[src/rtl/srl_fifo_ctrl_if.sv]
// rtl/srl_fifo_ctrl_if.sv - write/read stream handshake bundle for srl_fifo_ctrl
interface srl_fifo_ctrl_if #(
    parameter int WIDTH = 8,
    parameter int DEPTH = 16
);
    localparam int AW = $clog2(DEPTH);

    logic [WIDTH-1:0] in_data;
    logic             in_valid;
    logic             in_ready;
    logic [WIDTH-1:0] out_data;
    logic             out_valid;
    logic             out_ready;
    logic [AW:0]      count;

    // Producer/consumer side: drives writes and read acceptance, observes flags.
    modport master (
        output in_data,
        output in_valid,
        output out_ready,
        input  in_ready,
        input  out_data,
        input  out_valid,
        input  count
    );

    // FIFO side.
    modport slave (
        input  in_data,
        input  in_valid,
        input  out_ready,
        output in_ready,
        output out_data,
        output out_valid,
        output count
    );
endinterface

[src/rtl/srl_fifo_ctrl.sv]
// rtl/srl_fifo_ctrl.sv - shift-register FIFO with occupancy counter as the read tap address
module srl_fifo_ctrl #(
    parameter int WIDTH = 8,
    parameter int DEPTH = 16
) (
    input  logic          clk,
    input  logic          rst,
    input  logic          clr,
    srl_fifo_ctrl_if.slave bus
);
    localparam int AW = $clog2(DEPTH);

    // Storage deliberately has no reset and a single shift path so it maps to SRL primitives.
    logic [WIDTH-1:0] mem [DEPTH];
    logic [AW:0]      count;
    logic [AW-1:0]    rd_addr;
    logic             in_ready;
    logic             out_valid;
    logic             push;
    logic             pop;

    // Flags depend only on the registered count, never on in_valid/out_ready.
    assign in_ready  = (count != (AW+1)'(DEPTH));
    assign out_valid = (count != '0);
    assign push      = bus.in_valid & in_ready;
    assign pop       = out_valid & bus.out_ready;

    // Oldest entry sits at mem[count-1]; at count==DEPTH the low bits wrap to 0,
    // so the subtraction lands on DEPTH-1 as intended.
    assign rd_addr = count[AW-1:0] - AW'(1);

    assign bus.in_ready  = in_ready;
    assign bus.out_valid = out_valid;
    assign bus.out_data  = mem[rd_addr];
    assign bus.count     = count;

    // Shift chain: every accepted write enters at mem[0] and pushes older words up.
    always_ff @(posedge clk) begin
        if (push) begin
            mem[0] <= bus.in_data;
            for (int k = 1; k < DEPTH; k++) begin
                mem[k] <= mem[k-1];
            end
        end
    end

    // Occupancy: flush wins, push+pop holds, otherwise step up or down.
    always_ff @(posedge clk or posedge rst) begin
        if (rst) begin
            count <= '0;
        end else if (clr) begin
            count <= '0;
        end else if (push && !pop) begin
            count <= count + (AW+1)'(1);
        end else if (pop && !push) begin
            count <= count - (AW+1)'(1);
        end
    end
endmodule

[src/flat_wrapper.sv]
// flat-port wrapper written by rule: the top's interface ports become plain ports
module srl_fifo_ctrl_flat 
#(
    parameter int WIDTH = 8,
    parameter int DEPTH = 16
)
  (clk, rst, clr, bus_in_data, bus_in_valid, bus_out_ready, bus_in_ready, bus_out_data, bus_out_valid, bus_count);
  srl_fifo_ctrl_if #(.WIDTH(WIDTH), .DEPTH(DEPTH)) bus_i ();
  input  logic clk;
  input  logic rst;
  input  logic clr;
  input wire logic [$bits(bus_i.in_data)-1:0] bus_in_data;
  input wire logic [$bits(bus_i.in_valid)-1:0] bus_in_valid;
  input wire logic [$bits(bus_i.out_ready)-1:0] bus_out_ready;
  output wire logic [$bits(bus_i.in_ready)-1:0] bus_in_ready;
  output wire logic [$bits(bus_i.out_data)-1:0] bus_out_data;
  output wire logic [$bits(bus_i.out_valid)-1:0] bus_out_valid;
  output wire logic [$bits(bus_i.count)-1:0] bus_count;
  assign bus_i.in_data = bus_in_data;
  assign bus_i.in_valid = bus_in_valid;
  assign bus_i.out_ready = bus_out_ready;
  assign bus_in_ready = bus_i.in_ready;
  assign bus_out_data = bus_i.out_data;
  assign bus_out_valid = bus_i.out_valid;
  assign bus_count = bus_i.count;
  srl_fifo_ctrl #(.WIDTH(WIDTH), .DEPTH(DEPTH)) u_core (.clk(clk), .rst(rst), .clr(clr), .bus(bus_i));
endmodule
[config.mk]
export PLATFORM = sky130hd
export DESIGN_NAME = srl_fifo_ctrl_flat
export DESIGN_NICKNAME = d
export VERILOG_FILES = /design/src/rtl/srl_fifo_ctrl_if.sv /design/src/rtl/srl_fifo_ctrl.sv /design/src/flat_wrapper.sv
export SDC_FILE = /design/constraint.sdc
export NUM_CORES = 1
export LEC_CHECK = 0
export BUFFER_PORTS_ARGS = -buffer_cell sky130_fd_sc_hd__clkbuf_2
export CAP_MARGIN = 20
export CORE_MARGIN = 1
export CORE_UTILIZATION = 55
export CTS_CLUSTER_DIAMETER = 120
export DETAILED_ROUTE_END_ITERATION = 8
export GPL_ROUTABILITY_DRIVEN = 0
export GPL_TIMING_DRIVEN = 0
export MAX_ROUTING_LAYER = met4
export PLACE_DENSITY = 0.73
export SLEW_MARGIN = 20
export SYNTH_ARGS = -nofsm -noshare
export SYNTH_HDL_FRONTEND = slang
export SYNTH_SLANG_ARGS = --single-unit
[constraint.sdc]
create_clock -name clk -period 8.6 [get_ports clk]
set_input_delay 1.72 -clock clk [delete_from_list [all_inputs] [get_ports clk]]
set_output_delay 1.72 -clock clk [all_outputs]
set_load 0.1 [all_outputs]
Yosys cells after proc, flatten, opt, wreduce, memory -nomap -nowiden
Memories as Yosys holds them, arrays and structs flattened.
Index checks and enable logic that the tools add are counted.
{"block": "word_totals", "register_bits": 5, "mem_count": 1, "mem_bits_rw": 128}
{"block": "classes", "eq_ne": 1, "reduce_logical": 6, "add_sub_neg": 3, "bitwise": 2, "mux": 5}
{"name": "u_core.mem", "depth": 16, "word_bits": 8, "rd": 16, "rd_clocked_by_memory_dff": 0, "write_ports": 16, "line": "srl_fifo_ctrl.sv:14", "rtl": "logic [WIDTH-1:0] mem [DEPTH];"}
{"cell": "$mux W5", "count": 3}
{"cell": "$add A5 B1 Y5 const B", "count": 1}
{"cell": "$ne A5 B5 Y1 const B", "count": 1}
{"cell": "$reduce_bool A5 Y1", "count": 1}
{"cell": "$sub A5 B1 Y5 const B", "count": 1}
{"cell": "$sub A4 B1 Y4 const B", "count": 1}
{"cell": "$reduce_bool A3 Y1", "count": 1}
{"cell": "$and A1 B1 Y1", "count": 2}
{"cell": "$logic_and A1 B1 Y1", "count": 2}
{"cell": "$logic_not A1 Y1", "count": 2}
{"cell": "$mux W1", "count": 2}

Depth between registers and ports, before layout
Gate-level depths: netlist (run 1).
{"block": "depth", "ltp_word": 7, "ltp_mapped": 14, "mapped_depth_nobuf": 11}

Worst setup path before layout (run 1)
OpenSTA, ideal clock, no wires.
{"block": "synth_timing", "kind": "register -> register", "startpoint": "register u_core.count[0], in the netlist u_core.bus.count[0]", "endpoint": "register u_core.count[4], in the netlist u_core.bus.count[4]", "slack_ns": 0.682, "setup_ns": 0.078, "synth_period_minus_slack_ns": 7.918, "t_required_ns": 8.522, "stages_incl_launch_ff": 15, "t_arrival_ns": 7.840, "n_path_buf": 3, "cell_sequence": "dfrtp_1 > buf_4 > buf_6 > buf_4 > inv_1 > ha_1 > or4bb_1 > and2_1 > nand2_1 > fa_1 > nand3_1 > nand2_1 > or3_1 > a21o_1 > a21oi_1"}
{"block": "synth_between", "word_cells_on_any_way": 14}
{"element": "start: declaration", "line": "srl_fifo_ctrl.sv:15", "rtl": "logic [AW:0] count;"}
{"element": "start signal: assignment", "line": "srl_fifo_ctrl.sv:54", "rtl": "count <= count + (AW+1)'(1);"}
{"element": "start signal: assignment", "line": "srl_fifo_ctrl.sv:56", "rtl": "count <= count - (AW+1)'(1);"}
{"element": "$ne A5 B5 Y1 (*)", "line": "srl_fifo_ctrl.sv:23", "rtl": "assign in_ready = (count != (AW+1)'(DEPTH));"}
{"element": "net bus_in_ready", "line": "flat_wrapper.sv:15", "rtl": "output wire logic [$bits(bus_i.in_ready)-1:0] bus_in_ready;"}
{"element": "$and A1 B1 Y1 (*)", "line": "srl_fifo_ctrl.sv:25", "rtl": "assign push = bus.in_valid & in_ready;"}
{"element": "net u_core.push", "line": "srl_fifo_ctrl.sv:19", "rtl": "logic push;"}
{"element": "$logic_and A1 B1 Y1 / $logic_not A1 Y1 (equally long branches)", "line": "srl_fifo_ctrl.sv:53, srl_fifo_ctrl.sv:55"}
{"element": "$mux W5 / $logic_and A1 B1 Y1 (equally long branches)", "line": "srl_fifo_ctrl.sv:53, srl_fifo_ctrl.sv:55"}
{"element": "$mux W5 / $reduce_bool A3 Y1 (equally long branches)"}
Mark *: on every way through the listed nets, which the timed path passes. The rest lies on a longest branch. The select of a mux whose other input is x is not followed.
A chain may end at the register's enable or synchronous reset.

Worst setup path in the final report (run 1)
{"block": "layout_timing", "startpoint": "register u_core.count[0], in the netlist u_core.bus.count[0]", "endpoint": "output port bus_out_data[5]"}
{"block": "layout_between", "elab_chain_cells": 2}
{"element": "$sub A4 B1 Y4", "line": "srl_fifo_ctrl.sv:30", "rtl": "assign rd_addr = count[AW-1:0] - AW'(1);"}
{"element": "$mem_v2 Z16 W8"}
{"element": "end: declaration", "line": "flat_wrapper.sv:16", "rtl": "output wire logic [$bits(bus_i.out_data)-1:0] bus_out_data;"}
No other way between the ends.

==> reports/results.md, run 1 <==
### STA
• **Final period util** 0.668
• **FMAX** 0.174 GHz
• **Final min period** 5.74 ns
• **Tightest Pin Transition** 0.752 ns
• **Total Neg Setup Slack** 0 ns
• **unrepaired setup endpoints after global routing** no
• **number of endpoints failing setup at the final stage** 0
• **number of pins exceeding their max-slew limit in the final report** 0
• **final setup skew** 0.00852 ns
• **worst relative slew slack** 0.498
• **final hold viol count** 0

### Cells and area
• **relative area change from synthesis to final layout** 17.9%
• **Final #Nets** 323
• **Antenna Diode Count** 0
• **ratio of cells with drive above 1 in the final layout** 0.323

### Setup path
• **required time of the worst setup path** 6.88 ns
• **R2R Path End** u_core.bus.count[4]
• **Crit. End Element** output port
• **worst reg-to-reg setup slack** 4.83 ns
• **Crit Reg-Reg Startpoint** u_core.bus.count[0]
• **data arrival time of the worst path** 4.02 ns
• **startpoint class of the critical path** flip-flop
• **cell count of the worst reg-to-reg path** 14
• **maximum net fanout on the critical path** 10
• **type of the worst setup path** reg -> out

### Synthesis
• **Area contributors post-synth** sky130_fd_sc_hd__edfxtp_1 72%, sky130_fd_sc_hd__mux4_2 13%, sky130_fd_sc_hd__dfrtp_1 2.3%
• **area fraction of the dominant cell type after synthesis** 0.718
• **number of distinct library cell variants in the gate-level netlist after synthesis** 31
• **Syn Std Cell Area** 0.00536 sq mm
• **number of nets produced by synthesis** 275
• **average cell area after synthesis** 21.0 sq um
• **number of warning messages in the yosys log** 0
• **gate count after technology mapping** 255
• **sequential cell area fraction in the yosys report** 0.741
• **biggest area consumer among synthesized cells** sky130_fd_sc_hd__edfxtp_1
• **register bit total from synthesis** 133

### Drt
• **routed length per instance** 20.4 microns
• **total via count in the routed design** 2598
• **DRC violation total after the first TritonRoute iteration** 165
• **DR pass1 iterations** 4
• **Post-Route WL** 9.07 mm
• **Avg Vias per Cell** 5.84
• **remaining design rule violation count** 0
• **post-detailed-route count of antenna-violating nets** 0

### Global routing
• **number of antenna violations at the first check in global routing** 0
• **pin count of the biggest net entering global routing** 64
• **wire length of the first global-routing pass** 14.2 mm
• **Tot GR Track Use** 0.204
• **Congestion Overflow GR** 0
• **via count of the first global-routing pass** 2544

### Clock network
• **clock edge transition at the registers on the reported setup and hold paths** 0.06 ns
• **clock tree from TritonCTS** done
• **Root Buffer** sky130_fd_sc_hd__clkbuf_8
• **clk sink count** 133
• **CTS H-tree depth** 4
• **clock buffers created by TritonCTS** 17
• **Post-CTS Hold Fix Bufs** 0
• **total of cells resized after clock tree synthesis** 0
• **worst-case clock buffer depth** 2
• **count of buffers added by post-CTS timing repair for setup** 0
• **clock insertion delay at the later pin of the skew report** 0.50 ns

### Floorplan
• **number of top-level design ports** 28
• **Die Area** 0.0101 sq mm
• **area of the placeable core** 0.00933 sq mm
• **die boundary height** 101 microns
• **num rows** 35
• **die width** 101 microns
• **effective utilization at floorplan** 0.574

### Job
• **Max-cap violations** 0

### Place
• **final HPWL from detailed placement** 5.45 mm
• **PortBufs** 27

### Outcome
• **run status** finished, final reports clean

### Min path
• **worst hold path endpoint** u_core.mem[14][2]
• **startpoint of the worst hold path** u_core.mem[13][2]
• **worst hold-check path type** reg -> reg
• **worst hold stages** 0

==> layout make-up <==
class / count / area, sq um
plain buffers: 11 / 67.6
clock buffers: 17 / 414
clock inverters: 15 / 199
fillers: 606 / 3010
inverters: 3 / 11.3
multi-input cells: 108 / 1310
flip-flops and latches: 133 / 3970
well taps: 129 / 161
repair buffers: 29 / 183
==> worst max path at each step <==
stage / cells after the start / end / slack, ns / from
2_1_floorplan: 14 / u_core.bus.count[4] / 0.68 / u_core.bus.count[0]
3_3_place_gp: 9 / u_core.bus.count[4] / 0.34 / bus_in_valid
3_5_place_dp: 11 / bus_out_data[5] / 3.35 / u_core.bus.count[0]
4_1_cts: 11 / bus_out_data[5] / 2.79 / u_core.bus.count[0]
5_1_grt: 11 / bus_out_data[6] / 2.58 / u_core.bus.count[0]
6_report: 11 / bus_out_data[5] / 2.86 / u_core.bus.count[0]
==> layout by cell type (no fill, tap or decap), types with 2 or more instances in the layout <==
master | netlist | final
sky130_fd_sc_hd__clkbuf_2 | 0 | 27
sky130_fd_sc_hd__inv_1 | 3 | 3
sky130_fd_sc_hd__a211oi_1 | 9 | 9
sky130_fd_sc_hd__dfrtp_1 | 5 | 5
sky130_fd_sc_hd__nor2_1 | 5 | 5
sky130_fd_sc_hd__ha_1 | 6 | 6
sky130_fd_sc_hd__nand3_1 | 2 | 2
sky130_fd_sc_hd__a21oi_1 | 12 | 12
sky130_fd_sc_hd__buf_4 | 4 | 4
sky130_fd_sc_hd__nor2b_1 | 9 | 9
sky130_fd_sc_hd__xor2_1 | 2 | 2
sky130_fd_sc_hd__clkinv_4 | 0 | 3
sky130_fd_sc_hd__xnor2_1 | 3 | 3
sky130_fd_sc_hd__edfxtp_1 | 128 | 128
sky130_fd_sc_hd__clkbuf_1 | 2 | 2
sky130_fd_sc_hd__buf_2 | 3 | 3
sky130_fd_sc_hd__nand2_1 | 5 | 5
sky130_fd_sc_hd__inv_6 | 0 | 4
sky130_fd_sc_hd__mux4_2 | 32 | 32
sky130_fd_sc_hd__clkinv_2 | 0 | 2
sky130_fd_sc_hd__mux2i_1 | 11 | 11
sky130_fd_sc_hd__clkinv_1 | 0 | 2
sky130_fd_sc_hd__bufinv_16 | 0 | 4
sky130_fd_sc_hd__clkbuf_16 | 0 | 16
==> per-stage QoR <==
step | utilization | hold slack [ns] | instances | instance area, sq um | worst slack [ns]
after global routing | 0.677 | 0.452 | 445 | 6320 | 2.58
after global placement | 0.606 | 0.423 | 411 | 5650 | 0.341
after CTS | 0.677 | 0.443 | 445 | 6320 | 2.79
after floorplan | - | 0.421 | 255 | 5360 | 0.682
after detailed placement | 0.611 | 0.431 | 413 | 5700 | 3.35
final | 0.677 | 0.442 | 445 | 6320 | 2.86
==> cells by family after synthesis <==
family | share of synthesized area
AO/OA/AOI/OAI | 0.0332
multiplexers | 0.155
buffers and inverters | 0.0147
XOR/XNOR | 0.00818
flip-flops | 0.741
adder cells (fa/ha/maj) | 0.0178
AND/OR/NAND/NOR | 0.0301
==> worst max-delay path, cell delays in order, from the launching register on <==
cell and delay, ns:
sky130_fd_sc_hd__dfrtp_1 0.39, sky130_fd_sc_hd__buf_4 0.23, sky130_fd_sc_hd__buf_6 0.21, sky130_fd_sc_hd__buf_4 0.28
sky130_fd_sc_hd__inv_1 0.10, sky130_fd_sc_hd__ha_1 0.28, sky130_fd_sc_hd__clkbuf_1 0.26, sky130_fd_sc_hd__buf_1 0.62
sky130_fd_sc_hd__mux4_2 0.42, sky130_fd_sc_hd__a211oi_1 0.28, sky130_fd_sc_hd__a21oi_1 0.06, sky130_fd_sc_hd__clkbuf_2 0.37
==> sequential cells by signal (all words and copies together) (netlist names) <==
name,flops
u_core.bus.count,5
u_core.mem,128
==> synth_stat cells, drive strengths merged <==
master,count
edfxtp,128
mux4,32
a21oi,12
mux2i,11
a211oi,9
buf,9
nor2b,9
ha,6
dfrtp,5
nand2,5
nor2,5
inv,3
xnor2,3
clkbuf,2
nand3,2
xor2,2
a21boi,1
a21o,1
a311oi,1
a32oi,1
and2,1
fa,1
nor3,1
nor3b,1
or3,1
or3b,1
or4b,1
or4bb,1
==> per-layer routing <==
| metal | GRT usage | routed length, microns |
|---|---|---|
| met5 | - | 0 |
| met4 | 0.0914 | 164 |
| met3 | 0.0520 | 463 |
| met2 | 0.292 | 4290 |
| met1 | 0.281 | 4150 |
Power of run 1 is left out: the tool's default activity adds up to more than one toggle a clock period on the data nets, which glitch-free logic cannot reach.
==> run 2, diff against run 1 <==
Clock period 8.6 ns to 5.89 ns, I/O delays scaled along.
==> run 2 against run 1 <==
  * Flip-flop and latch count unchanged
  * Hold slack worse by 0.00091 ns
  * Critical path type unchanged
  * Via count down 3.4%
  * Worst setup slack worse by 2.3 ns
  * Clock skew down 0.0018 ns
  * Final cell count unchanged
  * Critical path depth unchanged
  * Clock-buffer cell count up 3
==> reports/results.md, run 2 (synthesis gave the netlist of run 1 again) <==
### Setup path
• **R2R Path End** u_core.bus.count[4], unchanged
• **type of the worst setup path** reg -> out, unchanged
• **Worst path top cell family by delay** buffers and inverters, unchanged
• **maximum net fanout on the critical path** 10, unchanged
• **slowest CP cell** sky130_fd_sc_hd__buf_1, unchanged
• **Crit Reg-Reg Startpoint** u_core.bus.count[0], unchanged
• **CP bufs+invs** 7, unchanged
• **worst reg-to-reg setup slack** 2.09 ns, was 4.83 ns
• **Crit. End Element** output port, unchanged
• **startpoint class of the critical path** flip-flop, unchanged
• **CP dominant cell by count** sky130_fd_sc_hd__buf_4, unchanged
• **cell count of the worst reg-to-reg path** 14, unchanged
• **slowest stage delay, CP** 0.63 ns, was 0.62 ns
• **total stage count of the critical path** 11, unchanged
• **worst-path cell chain** buf_4, buf_6, buf_4, inv_1, ha_1, clkbuf_1, buf_1, mux4_2, a211oi_1, a21oi_1, clkbuf_2, unchanged
• **data arrival time of the worst path** 4.11 ns, was 4.02 ns
• **required time of the worst setup path** 4.71 ns, was 6.88 ns

### Cells and area
• **flip-flop count of the largest register, all copies and words added** 128, unchanged
• **register with the most flip-flops** u_core.mem, unchanged
• **Fill cells** 628, was 606
• **fin area** 0.00621 sq mm, was 0.00632 sq mm
• **largest registers** u_core.mem: 128 flops, u_core.bus.count: 5 flops, unchanged
• **Antenna Diode Count** 0, unchanged
• **most common library cell in the layout ignoring fill and taps** sky130_fd_sc_hd__edfxtp_1, unchanged
• **highest-count cells in the layout ignoring fill and taps** 128 x sky130_fd_sc_hd__edfxtp_1, 32 x sky130_fd_sc_hd__mux4_2, 27 x sky130_fd_sc_hd__clkbuf_2, unchanged
• **Final #Nets** 323, unchanged
• **flip-flop and latch area** 0.00397 sq mm, unchanged
• **area of combinational cells with multiple inputs** 0.00131 sq mm, unchanged
• **relative area change from synthesis to final layout** 16.0%, was 17.9%
• **ratio of cells with drive above 1 in the final layout** 0.316, was 0.323

### STA
• **worst relative slew slack** 0.489, was 0.498
• **unrepaired setup endpoints after global routing** no, unchanged
• **hold slack** 0.441 ns, was 0.442 ns
• **final hold viol count** 0, unchanged
• **Total Neg Setup Slack** 0 ns, unchanged
• **final setup skew** 0.00668 ns, was 0.00852 ns
• **FMAX** 0.189 GHz
• **number of pins exceeding their max-slew limit in the final report** 0, unchanged
• **Tightest Pin Transition** 0.767 ns, was 0.752 ns
• **Final period util** 0.897
• **number of endpoints failing setup at the final stage** 0, unchanged
• **Final min period** 5.28 ns

### Global routing
• **pin count of the biggest net entering global routing** 64, unchanged
• **number of antenna violations at the first check in global routing** 0, unchanged
• **via count of the first global-routing pass** 2502, was 2544
• **Congestion Overflow GR** 0, unchanged
• **Tot GR Track Use** 0.197, was 0.204
• **wire length of the first global-routing pass** 13.6 mm, was 14.2 mm

### Clock network
• **clock tree from TritonCTS** done, unchanged
• **Post-CTS Hold Fix Bufs** 0, unchanged
• **worst-case clock buffer depth** 2, unchanged
• **clock buffers created by TritonCTS** 17, unchanged
• **clock insertion delay at the later pin of the skew report** 0.51 ns, was 0.50 ns
• **total of cells resized after clock tree synthesis** 0, unchanged
• **clk sink count** 133, unchanged
• **CTS H-tree depth** 4, unchanged
• **clock edge transition at the registers on the reported setup and hold paths** 0.06 ns, about the same
• **count of buffers added by post-CTS timing repair for setup** 0, unchanged
• **Root Buffer** sky130_fd_sc_hd__clkbuf_8, unchanged

### Drt
• **post-detailed-route count of antenna-violating nets** 0, unchanged
• **DRC violation total after the first TritonRoute iteration** 183, was 165
• **Avg Vias per Cell** 5.64, was 5.84
• **DR pass1 iterations** 4, unchanged
• **remaining design rule violation count** 0, unchanged
• **total via count in the routed design** 2510, was 2598
• **Post-Route WL** 8.52 mm, was 9.07 mm
• **routed length per instance** 19.2 microns, was 20.4 microns

### Floorplan
• **area of the placeable core** 0.00933 sq mm, unchanged
• **die boundary height** 101 microns, unchanged
• **effective utilization at floorplan** 0.574, unchanged
• **die width** 101 microns, unchanged
• **Die Area** 0.0101 sq mm, unchanged
• **num rows** 35, unchanged
• **number of top-level design ports** 28, unchanged

### Min path
• **startpoint of the worst hold path** u_core.mem[1][5], was u_core.mem[13][2]
• **worst hold stages** 0, unchanged
• **worst hold path endpoint** u_core.mem[2][5], was u_core.mem[14][2]
• **worst hold-check path type** reg -> reg, unchanged

### Place
• **placed cell areas** 0.00570 sq mm, unchanged
• **final HPWL from detailed placement** 5.50 mm, was 5.45 mm
• **PortBufs** 27, unchanged

### Job
• **Max-cap violations** 0, unchanged

### Outcome
• **run status** finished, final reports clean, unchanged

-- run 2: cell types whose count changed in the layout (fill, tap and decap cells not counted), sizes merged --
cell      delta
clkinvlp     +2
bufinv       -4
clkbuf       +3
inv          -2
clkinv       +1
-- run 2: worst reg2reg max path, stage by stage, from the launching register on --
cell and delay [ns]:
sky130_fd_sc_hd__dfrtp_1 0.40, sky130_fd_sc_hd__buf_4 0.23, sky130_fd_sc_hd__buf_6 0.21, sky130_fd_sc_hd__buf_4 0.28, sky130_fd_sc_hd__inv_1 0.11, sky130_fd_sc_hd__ha_1 0.23, sky130_fd_sc_hd__or4bb_1 0.23, sky130_fd_sc_hd__and2_4 0.45
sky130_fd_sc_hd__nand2_1 0.28, sky130_fd_sc_hd__fa_1 0.47, sky130_fd_sc_hd__nand3_1 0.10, sky130_fd_sc_hd__nand2_1 0.11, sky130_fd_sc_hd__or3_1 0.33, sky130_fd_sc_hd__a21o_1 0.18, sky130_fd_sc_hd__a21oi_1 0.10
-- run 2: metrics by stage --
stage | std cells | setup WS, ns | utilization
after floorplan | 255 | 0.222 | -
final | 445 | 0.605 | 0.666
after CTS | 445 | 0.569 | 0.666
after global routing | 445 | 0.401 | 0.666
after detailed placement | 413 | 1.16 | 0.611
after global placement | 411 | 1.17 | 0.606
-- run 2: area by class of cell --
class                           instances  share of cell area
Timing Repair Buffer                   29              0.0294
Multi-Input combinational cell        108               0.211
Clock inverter                         12              0.0133
Inverter                                3             0.00181
Tap cell                              129              0.0260
Buffer                                 11              0.0109
Clock buffer                           20              0.0685
Sequential cell                       133               0.639
-- run 2: how the worst max path moves through the flow --
stage / startpoint / end / slack, ns
after floorplan: u_core.bus.count[0] / bus_out_data[5] / 0.22
after global placement: u_core.bus.count[0] / u_core.bus.count[4] / 1.17
after detailed placement: u_core.bus.count[0] / bus_out_data[5] / 1.16
after CTS: u_core.bus.count[0] / bus_out_data[5] / 0.57
after global routing: u_core.bus.count[0] / bus_out_data[6] / 0.40
final: u_core.bus.count[0] / bus_out_data[5] / 0.61
-- run 2: layer usage --
metal | global-route usage | routed length (microns) | vias up
li1 | - | - | 1157
met1 | 0.286 | 4090 | 1287
met2 | 0.259 | 4000 | 58
met3 | 0.0645 | 347 | 8
met4 | 0.0803 | 87 | 0
met5 | - | 0 | -
Power of run 2 is left out for the same reason.
